File: config.mk
export PLATFORM = sky130hd
export DESIGN_NAME = cell_painter
export DESIGN_NICKNAME = d
export VERILOG_FILES = /design/src/rtl/cell_painter_pkg.sv /design/src/rtl/cell_painter_lcd_byte_writer.sv /design/src/rtl/cell_painter.sv
export SDC_FILE = /design/constraint.sdc
export NUM_CORES = 1
export LEC_CHECK = 0
export BUFFER_PORTS_ARGS = -buffer_cell sky130_fd_sc_hd__buf_2
export CAP_MARGIN = 5
export CORE_UTILIZATION = 55
export CTS_BUF_LIST = sky130_fd_sc_hd__clkbuf_4 sky130_fd_sc_hd__clkbuf_8
export DETAILED_ROUTE_END_ITERATION = 10
export PLACE_DENSITY = 0.77
export SLEW_MARGIN = 40
export SYNTH_ARGS = -nofsm -noshare
export SYNTH_HDL_FRONTEND = slang
export SYNTH_SLANG_ARGS = --single-unit
File: constraint.sdc
create_clock -name clk -period 2.6 [get_ports clk]
set_clock_uncertainty 0.1 [all_clocks]
set_input_delay 0 -clock clk [delete_from_list [all_inputs] [get_ports clk]]
set_output_delay 0 -clock clk [all_outputs]
set_load 0.005 [all_outputs]
File: src/rtl/cell_painter_pkg.sv
// Shared constants, types and helpers for the cell painter: tile geometry,
// object codes, RGB565 palette, panel opcodes and the sequencer state set.
package cell_painter_pkg;

  localparam int unsigned CELL_PX = 20;
  localparam int unsigned GRID_W  = 16;
  localparam int unsigned GRID_H  = 12;
  localparam int unsigned COORD_W = 9;
  localparam int unsigned PIX_W   = 9;
  localparam int unsigned BYTE_W  = 8;
  localparam int unsigned RGB_W   = 16;

  localparam logic [PIX_W-1:0] PIX_LAST = PIX_W'(CELL_PX * CELL_PX - 1);

  localparam logic [2:0] OBJ_EMPTY  = 3'd0;
  localparam logic [2:0] OBJ_BODY   = 3'd1;
  localparam logic [2:0] OBJ_HEAD   = 3'd2;
  localparam logic [2:0] OBJ_APPLE  = 3'd3;
  localparam logic [2:0] OBJ_BORDER = 3'd4;

  localparam logic [RGB_W-1:0] RGB_EMPTY  = 16'h0000;
  localparam logic [RGB_W-1:0] RGB_BODY   = 16'h07E0;
  localparam logic [RGB_W-1:0] RGB_HEAD   = 16'hFFE0;
  localparam logic [RGB_W-1:0] RGB_APPLE  = 16'hF800;
  localparam logic [RGB_W-1:0] RGB_BORDER = 16'h001F;
  localparam logic [RGB_W-1:0] RGB_DEBUG  = 16'hF81F;

  localparam logic [BYTE_W-1:0] CMD_CASET = 8'h2A;
  localparam logic [BYTE_W-1:0] CMD_PASET = 8'h2B;
  localparam logic [BYTE_W-1:0] CMD_RAMWR = 8'h2C;

  typedef enum logic [2:0] {
    IDLE,
    CASET,
    PASET,
    RAMWR,
    PIXELS,
    DONE,
    HOLD
  } state_t;

  typedef struct packed {
    logic [3:0] x;
    logic [3:0] y;
    logic [2:0] obj;
  } cell_req_t;

  // Tile colour for an object code; unknown codes render magenta.
  function automatic logic [RGB_W-1:0] obj_colour(input logic [2:0] obj);
    case (obj)
      OBJ_EMPTY:  return RGB_EMPTY;
      OBJ_BODY:   return RGB_BODY;
      OBJ_HEAD:   return RGB_HEAD;
      OBJ_APPLE:  return RGB_APPLE;
      OBJ_BORDER: return RGB_BORDER;
      default:    return RGB_DEBUG;
    endcase
  endfunction

  // Window argument bytes in order: start hi, start lo, end hi, end lo.
  function automatic logic [BYTE_W-1:0] coord_byte(input logic [COORD_W-1:0] c0,
                                                   input logic [COORD_W-1:0] c1,
                                                   input logic [1:0]         sel);
    logic [15:0] w;
    w = sel[1] ? 16'(c1) : 16'(c0);
    return sel[0] ? w[7:0] : w[15:8];
  endfunction

endpackage

File: src/rtl/cell_painter_lcd_byte_writer.sv
// Two-phase 8080 byte writer: strobe low with the byte, then strobe high
// with the byte held; byte_done marks the release phase.
module cell_painter_lcd_byte_writer
  import cell_painter_pkg::*;
(
  input  logic              clk,
  input  logic              rst,
  input  logic              start,
  input  logic              dcx,
  input  logic [BYTE_W-1:0] data,
  output logic              lcd_wr_n,
  output logic              lcd_dcx,
  output logic [BYTE_W-1:0] lcd_data,
  output logic              byte_done
);

  logic phase0;

  // A start may land in the release phase so bytes stream back to back.
  always_ff @(posedge clk) begin
    if (rst) begin
      lcd_wr_n  <= 1'b1;
      lcd_dcx   <= 1'b1;
      lcd_data  <= '0;
      byte_done <= 1'b0;
      phase0    <= 1'b0;
    end else begin
      byte_done <= 1'b0;
      if (start) begin
        lcd_wr_n <= 1'b0;
        lcd_dcx  <= dcx;
        lcd_data <= data;
        phase0   <= 1'b1;
      end else if (phase0) begin
        lcd_wr_n  <= 1'b1;
        byte_done <= 1'b1;
        phase0    <= 1'b0;
      end
    end
  end

endmodule

File: src/rtl/cell_painter.sv
// Paints one tile per accepted cell-change request: window set-up commands
// followed by a solid RGB565 fill, then a one-cycle cmd_done handshake.
module cell_painter
  import cell_painter_pkg::*;
(
  input  logic              clk,
  input  logic              rst,
  input  logic              diff,
  input  logic [3:0]        x,
  input  logic [3:0]        y,
  input  logic [2:0]        obj_code,
  output logic              cmd_done,
  output logic              busy,
  output logic              lcd_wr_n,
  output logic              lcd_dcx,
  output logic [BYTE_W-1:0] lcd_data
);

  state_t            state, state_n;
  cell_req_t         req, req_n;
  logic [2:0]        sub, sub_n;
  logic [PIX_W-1:0]  pix, pix_n;
  logic              pix_lo, pix_lo_n;
  logic              busy_n, cmd_done_n;

  logic              start_c;
  logic              dcx_c;
  logic [BYTE_W-1:0] data_c;
  logic              byte_done;

  logic [COORD_W-1:0] x0, x1, y0, y1;
  logic [RGB_W-1:0]   colour;

  assign x0     = COORD_W'(req.x) * COORD_W'(CELL_PX);
  assign x1     = x0 + COORD_W'(CELL_PX - 1);
  assign y0     = COORD_W'(req.y) * COORD_W'(CELL_PX);
  assign y1     = y0 + COORD_W'(CELL_PX - 1);
  assign colour = obj_colour(req.obj);

  always_ff @(posedge clk) begin
    if (rst) begin
      state    <= IDLE;
      req      <= '0;
      sub      <= '0;
      pix      <= '0;
      pix_lo   <= 1'b0;
      busy     <= 1'b0;
      cmd_done <= 1'b0;
    end else begin
      state    <= state_n;
      req      <= req_n;
      sub      <= sub_n;
      pix      <= pix_n;
      pix_lo   <= pix_lo_n;
      busy     <= busy_n;
      cmd_done <= cmd_done_n;
    end
  end

  // Byte sequencer: each state issues its next byte on the writer's byte_done.
  always_comb begin
    state_n    = state;
    req_n      = req;
    sub_n      = sub;
    pix_n      = pix;
    pix_lo_n   = pix_lo;
    busy_n     = busy;
    cmd_done_n = 1'b0;
    start_c    = 1'b0;
    dcx_c      = 1'b1;
    data_c     = '0;

    unique case (state)
      IDLE: begin
        if (diff) begin
          req_n    = {x, y, obj_code};
          busy_n   = 1'b1;
          sub_n    = '0;
          pix_n    = '0;
          pix_lo_n = 1'b0;
          if (y >= 4'(GRID_H)) begin
            state_n    = DONE;
            cmd_done_n = 1'b1;
          end else begin
            state_n = CASET;
            start_c = 1'b1;
            dcx_c   = 1'b0;
            data_c  = CMD_CASET;
          end
        end
      end
      CASET: begin
        if (byte_done) begin
          start_c = 1'b1;
          if (sub == 3'd4) begin
            dcx_c   = 1'b0;
            data_c  = CMD_PASET;
            sub_n   = '0;
            state_n = PASET;
          end else begin
            data_c = coord_byte(x0, x1, sub[1:0]);
            sub_n  = sub + 3'd1;
          end
        end
      end
      PASET: begin
        if (byte_done) begin
          start_c = 1'b1;
          if (sub == 3'd4) begin
            dcx_c   = 1'b0;
            data_c  = CMD_RAMWR;
            sub_n   = '0;
            state_n = RAMWR;
          end else begin
            data_c = coord_byte(y0, y1, sub[1:0]);
            sub_n  = sub + 3'd1;
          end
        end
      end
      RAMWR: begin
        if (byte_done) begin
          start_c  = 1'b1;
          data_c   = colour[15:8];
          pix_n    = '0;
          pix_lo_n = 1'b0;
          state_n  = PIXELS;
        end
      end
      PIXELS: begin
        // pix_lo tells whether the byte now on the bus is the pixel's low half.
        if (byte_done) begin
          if (!pix_lo) begin
            start_c  = 1'b1;
            data_c   = colour[7:0];
            pix_lo_n = 1'b1;
          end else if (pix == PIX_LAST) begin
            state_n    = DONE;
            cmd_done_n = 1'b1;
          end else begin
            start_c  = 1'b1;
            data_c   = colour[15:8];
            pix_n    = pix + PIX_W'(1);
            pix_lo_n = 1'b0;
          end
        end
      end
      DONE: begin
        busy_n  = 1'b0;
        state_n = HOLD;
      end
      HOLD: begin
        state_n = IDLE;
      end
      default: begin
        state_n = IDLE;
      end
    endcase
  end

  cell_painter_lcd_byte_writer u_lcd_byte_writer (
    .clk       (clk),
    .rst       (rst),
    .start     (start_c),
    .dcx       (dcx_c),
    .data      (data_c),
    .lcd_wr_n  (lcd_wr_n),
    .lcd_dcx   (lcd_dcx),
    .lcd_data  (lcd_data),
    .byte_done (byte_done)
  );

endmodule

==> Yosys cells after proc, flatten, opt, wreduce, memory -nomap -nowiden <==
Index checks and enable logic that the tools add are counted.
{ "op_classes": {"add_sub_neg": 4, "mul": 2, "div": 0, "order_cmp": 1, "eq_ne": 22, "shifts": 0, "muxes": 65, "n_bitwise": 0, "n_reduce_logical": 15} }
{ "ops": {"columns": ["cell", "n"], "rows": [
  ["$mux 8", 10],
  ["$pmux 16 s5", 1],
  ["$mux 9", 7],
  ["$pmux 8 s5", 1],
  ["$mux 3", 13],
  ["$pmux 9 s3", 1],
  ["$mux 1", 23],
  ["$add 9x5->9 const B", 2],
  ["$pmux 3 s6", 1],
  ["$mul 4x3->7 const B", 2],
  ["$eq 3x2->1 const B", 4],
  ["$eq 3x3->1 const B", 4],
  ["$mux 6", 2],
  ["$ne 2x2->1 const B", 6],
  ["$ne 2x1->1 const B", 5],
  ["$add 9x1->9 const B", 1],
  ["$eq 9x9->1 const B", 1],
  ["$reduce_and 9->1", 1],
  ["$eq 3x1->1 const B", 2],
  ["$logic_not 3->1", 2],
  ["$pmux 1 s2", 3],
  ["$pmux 1 s3", 2],
  ["$pmux 3 s2", 1],
  ["$reduce_and 6->1", 1],
  ["9 further kinds", 13]
]} }
{ "totals": {"ff_bits": 41, "latch_bits": 0, "mem_bits_rw": 0, "romBits": 0, "out_inout_bits": 12, "memories": 0} }

==> Logic depth before layout (Yosys ltp) <==
Gate-level depths: netlist (run 1).
{ "logic_depth": {"ltp_word": 7, "mapped_depth": 10} }

==> Cells and area by module <==
From an unflattened synthesis (run 1), not the netlist that was laid out.
{ "hier_totals": {"cells_unflattened": 310, "hier_area_um2": 2661.3} }
{ "modules_own_cells": {"columns": ["mod", "n_inst", "cells_each", "area_per_inst_um2", "seq_area_each_um2"], "rows": [
  ["cell_painter", 1, 274, 2254.7, 580.6],
  ["cell_painter_lcd_byte_writer", 1, 36, 406.6, 240.2]
]} }

==> Least setup slack after synthesis (run 1) <==
OpenSTA, ideal clock, no wires.
{ "synth_path": {"kind": "register to register", "start": "reg req[6] (netlist name)", "end": "reg u_lcd_byte_writer.lcd_data[0]", "arrival_time_ns": 2.367, "setup_slack_ns": 0.016, "path_stages_with_launch": 9, "synth_period_minus_slack_ns": 2.584, "path_cell_list": "dfxtp_1 > ha_1 > ha_1 > fa_1 > nand3_1 > or3_1 > a311oi_1 > o221ai_1 > a22o_1"} }
{ "synth_between": {"elab_chain_cells": 7} }
{ "synth_lines": {"columns": ["item", "line", "rtl"], "rows": [
  ["from (decl)", "cell_painter.sv:20", "cell_req_t req, req_n;"],
  ["from (signal assigned)", "cell_painter.sv:51", "req <= req_n;"],
  ["$mul 4x3->7 *", "cell_painter.sv:36", "assign y0 = COORD_W'(req.y) * COORD_W'(CELL_PX);"],
  ["$add 9x5->9", "cell_painter.sv:37", "assign y1 = y0 + COORD_W'(CELL_PX - 1);"],
  ["$mux 9 *", "cell_painter_pkg.sv:65", "w = sel[1] ? 16'(c1) : 16'(c0);"],
  ["$mux 8 *", "cell_painter_pkg.sv:66", "return sel[0] ? w[7:0] : w[15:8];"],
  ["$mux 8 *", "cell_painter.sv:109", "if (sub == 3'd4) begin"],
  ["$mux 8 *", "cell_painter.sv:107", "if (byte_done) begin"],
  ["$pmux 8 s5 *", "cell_painter.sv:73", "unique case (state)"],
  ["to (signal assigned)", "cell_painter_lcd_byte_writer.sv:32", "lcd_data <= data;"],
  ["to (decl)", "cell_painter_lcd_byte_writer.sv:13", "output logic [BYTE_W-1:0] lcd_data,"]
]} }
Every way passes the cells marked *; elsewhere a longest branch is shown, timed or not.
A chain may end at the register's enable or synchronous reset.

==> Worst setup path after layout (run 1) <==
{ "layout_path": {"start": "reg req[4] (netlist name)", "end": "reg u_lcd_byte_writer.lcd_data[0]"} }
Same word-level chain as after synthesis.

==> results of run 1 <==
-- critical path: stages, from the launching register on --
cell	delay, ns
dfxtp_2	0.34
ha_4	0.23
ha_2	0.18
fa_1	0.53
nand3_2	0.11
or3_1	0.34
a311oi_2	0.20
o221ai_1	0.17
a22o_1	0.22
-- per-layer routing --
layer	global-route usage, %	share of wire, %	vias to the layer above	routed length (um)
li1	-	-	1156	-
met1	34.60	49	1093	2923
met2	39.85	45	65	2670
met3	4.185	3.6	14	216
met4	12.44	2.4	0	145
met5	0	0	-	0
-- what timing repair did --
item	in CTS	in global routing
pin swaps	7	8
resized for setup	5	7
hold buffers	11	0
endpoints found under the setup margin	1	1
hold endpoints to repair	12	0
buffers inserted	1	2
-- sequential cells by signal, summed over array words and instances (netlist names), 3 cells and up --
register,count
state,3
req,11
u_lcd_byte_writer.lcd_data,8
sub,3
pix,9
-- how the worst max path moves through the flow --
stage                                     to  slack (ns)  cells after the start
2_1_floorplan  u_lcd_byte_writer.lcd_data[0]        0.02                      8
3_3_place_gp   u_lcd_byte_writer.lcd_data[0]        0.04                      8
3_5_place_dp   u_lcd_byte_writer.lcd_data[0]       -0.06                      8
4_1_cts        u_lcd_byte_writer.lcd_data[0]        0.01                      8
5_1_grt        u_lcd_byte_writer.lcd_data[0]       -0.02                      9
6_report       u_lcd_byte_writer.lcd_data[0]        0.07                      8
-- cell usage after synthesis, types with 2 or more instances --
library cell / n
nand2_1: 42
dfxtp_1: 41
nor2_1: 25
a21oi_1: 24
ha_1: 14
nand3_1: 10
o21ai_0: 10
inv_1: 8
xnor2_1: 7
clkbuf_1: 6
mux2i_1: 6
nor3_1: 6
o2bb2ai_1: 6
xor2_1: 6
buf_6: 5
nand4_1: 5
o221ai_1: 5
a22o_1: 4
nor2b_1: 4
a31oi_1: 3
and2_1: 3
buf_2: 3
clkbuf_8: 3
o22ai_1: 3
a211oi_1: 2
a21o_1: 2
a221o_1: 2
a32oi_1: 2
a41oi_1: 2
fa_1: 2
nand2b_1: 2
nand3b_1: 2
o211ai_1: 2
or3_1: 2
-- power by group through the flow --
stage	sequential, W	combinational (W)	clock [W]
after CTS	0.000707	0.000342	0.000550
after detailed placement	0.000720	0.000323	0
after global routing	0.000717	0.000394	0.000576
after global placement	0.000717	0.000319	0
after floorplan	0.000706	0.000266	0
final	0.000710	0.000355	0.000544
-- layout by cell type, fill, tap and decap left out, drive strengths merged, types with 3 or more instances in the layout --
cell and count:
nand2 43, dfxtp 41, buf 38, nor2 27, a21oi 24, ha 14
dlygate4sd3 11, o21ai 11, nand3 10, inv 9, xnor2 7, clkbuf 7
mux2i 6, xor2 6, nor3 6, o2bb2ai 6, nand4 6, o221ai 5
nor2b 4, a22o 4, and2 3, o22ai 3, a31oi 3, a21o 3
o211ai 3, a211oi 3
-- stage by stage --
stage	setup TNS, ns	instances
floorplan	0	299
global placement	0	369
detailed placement	-0.05982	369
CTS	0	389
global route	-0.02116	391
finish	0	391
-- layout make-up --
type	count	area share, %
clock inverter	1	1.009
clock buffer	7	3.028
sequential	41	27.80
inverter	9	1.220
tap	52	2.187
timing repair buffer	49	11.19
multi-input combinational	232	53.57
-- kinds of logic after synthesis --
family | after synthesis
DFF | 41
xor gates and xnor gates | 13
muxes | 6
AOI/OAI and AO/OA | 80
and+or+nand+nor | 116
adders and majority gates | 17
buffers and inverters | 26
==> summary.md, run 1 <==
| Metric | Value |
|---|---|
| Status | finished clean |
| XOR/XNOR Fraction of Synth Area | 4.483% |
| Reg2reg end | u_lcd_byte_writer.lcd_data[0] |
| Post-Route Utilization | 67.87% |
| Post-synth top area cell | dfxtp_1 |
| Sw Share | 29.21% |
| Synth area leaders | dfxtp_1, ha_1, nand2_1 |
| Required @ worst endpoint | about 2.7 ns |
| Share of cells above drive strength 1 | roughly a fifth |
| Critical path peak fanout | 2 |
| Core box area | ~0.0044 mm2 |
| Pins over their slew limit | 0 |
| Initial antenna violation count | 0 |
| Leak Pwr | about 1.2 nW |
| Worst R2R Path Depth | 8 |
| Die area | 0.004894 mm2 |
| Final hold slack | between 0.05 and 0.06 ns |
| Number of synthesized register bits | slightly above 40 |
| Slew HR | between 60% and 70% |
| Origin of the critical flop-to-flop path | req[4] |
| Netlist cell types | 64 |
| Post-Synth Simple-Gate Area | a little under a quarter |
| Placed cell areas | between 0.002 and 0.003 mm2 |
| Min Tclk post-route | between 2 and 3 ns |
| PnR worst setup slack | around 0.07 ns |
| Routed WL per cell | about 15 um |
| First-pass GRT wire length | around 10 mm |
| Tot GR Track Use | approximately a quarter |
| Power Total | 0.001609 W |
| Final setup violation count | 0 |
| Syn avg cell area | 8.495 um2 |
| Area Growth Syn to Fin | 17.14% |
| Vias post-DR | 2328 |
| FMAX | slightly below 400 MHz |
| Final ANT Viol Nets | 0 |
| Final Wtd Congestion | slightly below 1 |
| Largest net degree at the start of global routing | 27 |
| Final hold violation count | 0 |
| Setup crit start kind | flop |
| Mux contribution to synthesized area | under 10% |
| Register area | slightly above 800 um2 |
| Core Rows | 24 |
| CTS tree | built |
| Synth async-reset ratio | 0% |
| Top_reg_cell synth | dfxtp_1 |
| Clk Latency, worst-skew pair | slightly below 0.3 ns |
| Die Span X | 69.96 um |
| Global route overflow | 0 |
| Clk root buf | clkbuf_8 |
| Clock-pin slew on the worst setup and hold paths | approximately 0.080 ns |
| Compound-Gate Fraction of Synth Area | about 22% |
| Post-Syn Instances | around 300 |
| Hold path depth | 2 |
| Yosys warning total | 0 |
| CTS buffer count | 5 |
| Initial Utilization | about 58% |
| Final instance area | slightly below 0.003 mm2 |
| Part of the power in registers | approximately 44% |
| Seq/Total Area, Yosys | between 30 and 40% |
| Flop2flop setup slack | slightly above 0.07 ns |
| DRC | 0 |
| Largest family of logic cells by synthesized area | simple AND/OR/NAND/NOR gates |
| Number of H-tree levels | 2 |
| Crit. End Element | flop |
| Maximum VDD drop | between 0.3 and 0.4 mV |
| Fin nets | 368 |
| Class of the worst hold path | in2reg |
| Worst slew pin tran | between 0.5 and 0.6 ns |
| Post-Route WL | just under 6 mm |
| Clock sink count | between 40 and 50 |
| HP Start | rst |
| Sw Pwr | roughly 0.00047 W |
| HPWL Detailed | approximately 4.1 mm |
| Net Count, Synth | about 330 |
| IO Port Bufs | 25 |
| Clock power share | between 30% and 40% |
| DRT Pass-1 Iters | 4 |
| ANT cells | 0 |
| Multi-input gate area | roughly 0.0016 mm2 |
| Synthesized area | roughly 0.0025 mm2 |
| Period utilization | 97.24% |
| Fillers | about 350 |
| Share of the synthesized area in the top cell type | about a third |
| Number of enable flip-flop cells after synthesis | 0 |
| Crit path arrival time | about 2.6 ns |
| Max-cap violations | 0 |
| Max Buffers Root-to-Sink | 2 |
| Internal power | between 0.001 and 0.0015 W |
| Via density | 5.954 |
| 1st-iter DRT viols | about 200 |
| Ports | 26 |
| Comb pwr share | ~22% |
| End of the worst hold path | pix[1] |
| Worst slack at placement | -0.05982 ns |
| Post-Synth Adder-Cell Area | under 10% |
| Pwr per Cell Area | approximately 540 mW/mm2 |
| Die H | roughly 70 um |
| Setup CP Type | reg2reg |
| Crit path from | req[4] |
| Vias in the first global route | approximately 2200 |
Power figures use the tool's default switching activity.
==> run 2: changes to the inputs <==
Settings changed: CORE_UTILIZATION 55 to 54, PLACE_DENSITY 0.77 to 0.76, TNS_END_PERCENT set to 5.
==> run 2 against run 1 <==
  * The flow now finishes with violations (DRC)
  * Critical path depth up 1
  * Power down 7.9%
  * Worst hold slack worse by 0.012 ns
  * Critical path type unchanged
  * Combinational power about the same
  * Via count up 0.21%
  * Largest cell class unchanged
==> summary.md, run 2 (synthesized netlist as in run 1, its figures left out) <==
| Metric | Value |
|---|---|
| Global route overflow | 0 (unchanged) |
| Post-Route WL | 5.972 mm (+0.29%) |
| Final setup violation count | 0 (unchanged) |
| Clock power share | 28.2% (-5.6 points) |
| Setup crit start kind | flop |
| M1 GR Usage | 34.02% (-0.58 points) |
| ANT cells | 0 (unchanged) |
| Pins over their slew limit | 0 (unchanged) |
| Sw Pwr | 0.0004807 W (+2.3%) |
| Final Wtd Congestion | 0.9708 (+0.12%) |
| Comb pwr share | 24.0% (+1.9 points) |
| Required @ worst endpoint | 2.68 ns (about the same) |
| Tot GR Track Use | 25.55% (-0.11 points) |
| Slew HR | 61.58% (-0.20 points) |
| DRC | 10 (+10) |
| Area Growth Syn to Fin | 15.47% |
| Clk root buf | clkbuf_8 |
| Most common cell after layout, fill and taps aside | nand2_1 |
| Routed WL per cell | 15.31 um (+0.54%) |
| Leak Pwr | 1.157 nW (-1.9%) |
| DRT Pass-1 Iters | 8 (+4) |
| Number of H-tree levels | 2 (unchanged) |
| Die H | 70.58 um (+0.89%) |
| Fin nets | 367 (-0.27%) |
| Clock-pin slew on the worst setup and hold paths | 0.08 ns (about the same) |
| FMAX | 388.9 MHz (-1.7%) |
| Worst slew pin tran | 0.5755 ns (+0.002964 ns) |
| Vias post-DR | 2333 (+0.21%) |
| Largest Register | req |
| Status | complete, but fails checks |
| Initial antenna violation count | 0 (unchanged) |
| Clock sink count | 41 (unchanged) |
| Vias in the first global route | 2301 (+3.2%) |
| Maximum VDD drop | 0.2857 mV (-4.9%) |
| Gr busiest metal | met2 |
| Critical path peak fanout | 3 (+1) |
| Violated checks | DRC |
| First-pass GRT wire length | 10.27 mm (+0.81%) |
| Final instance area | 0.002933 mm2 (-1.4%) |
| CTS tree | built |
| Internal power | 0.001001 W (-12%) |
| Largest net degree at the start of global routing | 27 (unchanged) |
| Met3 usage | 4.701% (+0.52 points) |
| Initial Utilization | 57.15% (-0.78 points) |
| Via density | 5.982 (+0.47%) |
| Ports | 26 (unchanged) |
| Max Buffers Root-to-Sink | 2 (unchanged) |
| Min Tclk post-route | 2.572 ns (+0.04341 ns) |
| CTS buffer count | 5 (unchanged) |
| Biggest regs | req x11, pix x9, u_lcd_byte_writer.lcd_data x8 |
| Placed cell areas | 0.002678 mm2 (+0.28%) |
| Crit. End Element | flop |
| HPWL Detailed | 4.212 mm (+2.9%) |
| Die area | 0.004982 mm2 (+1.8%) |
| IO Port Bufs | 25 (unchanged) |
| Core box area | 0.004444 mm2 (+1.4%) |
| Share of cells above drive strength 1 | 20.71% (-0.53 points) |
| 1st-iter DRT viols | 218 (+6.9%) |
| Sw Share | 32.43% (+3.2 points) |
| Crit path arrival time | 2.65 ns (+0.04 ns) |
| Max-cap violations | 0 (unchanged) |
| Die Span X | 70.58 um (+0.89%) |
| Max FFs per register | 11 (unchanged) |
| Setup CP Type | reg2reg |
| Final hold slack | 0.04593 ns (-0.01228 ns) |
| GRT met2 Usage | 42.50% (+2.7 points) |
| Final hold violation count | 0 (unchanged) |
| Core Rows | 24 (unchanged) |
| Most frequent cells in the layout | nand2_1, dfxtp_1, nor2_1, buf_2, a21oi_1 |
| Clk Latency, worst-skew pair | 0.30 ns (about the same) |
| Pwr per Cell Area | 505.3 mW/mm2 (-6.6%) |
| Part of the power in registers | 47.8% (+3.7 points) |
| Period utilization | 98.91% (+1.7 points) |
| Class of the worst hold path | in2reg |
| Final ANT Viol Nets | 0 (unchanged) |
## run 2: final timing paths
kind         cells after the start  slack (ns)                            end                       from
max                              9        0.03  u_lcd_byte_writer.lcd_data[0]                     req[8]
min                              2        0.05                         sub[0]                        rst
min reg2reg                      2        0.35      u_lcd_byte_writer.lcd_dcx  u_lcd_byte_writer.lcd_dcx
max reg2reg                      9        0.03  u_lcd_byte_writer.lcd_data[0]                     req[8]
## run 2: stage by stage
step                      setup WS [ns]  total power [W]  std cells  setup TNS, ns  util [%]
after floorplan                 0.01642        0.0009726        299              0         -
after global placement          0.05522         0.001038        370              0     60.25
after detailed placement       -0.05216         0.001045        370       -0.05216     60.25
after CTS                      0.007095         0.001471        390              0     65.34
after global routing           -0.01076         0.001559        390       -0.01076     65.99
final                           0.02843         0.001482        390              0     65.99
## run 2: repair_timing
item	4_1_cts	5_1_grt
hold buffers	11	0
pin swaps	7	5
endpoints found under the hold margin	12	0
setup buffers	1	0
endpoints found under the setup margin	1	1
gates resized for setup	5	7
## run 2: per-layer routing
| layer | vias to the layer above | part of all wire (%) |
|---|---|---|
| li1 | 1157 | - |
| met1 | 1076 | 46 |
| met2 | 84 | 46 |
| met3 | 16 | 5.9 |
| met4 | 0 | 1.6 |
| met5 | - | 0 |
## run 2: power groups by stage
stage,registers (W),clock network (W),logic [W]
floorplan,0.000706,0,0.000266
global placement,0.000716,0,0.000322
detailed placement,0.000718,0,0.000327
CTS,0.000706,0.000420,0.000345
global route,0.000713,0.000451,0.000394
finish,0.000708,0.000419,0.000356
## run 2: layout make-up
cell class	instances	area [um2]
Inverter	9	36.28
Multi-Input combinational cell	232	1594
Tap cell	52	65.06
Timing Repair Buffer	48	325.3
Fill cell	382	1511
Sequential cell	41	825.8
Clock inverter	3	17.52
Clock buffer	5	68.82
## run 2: critical path, stage by stage (launching register included)
cell      delay (ns)
dfxtp_2         0.34
ha_1            0.33
ha_4            0.18
fa_2            0.58
nand3_2         0.10
mux2i_1         0.19
o221ai_1        0.14
a21oi_1         0.16
o221ai_1        0.14
a22o_1          0.21
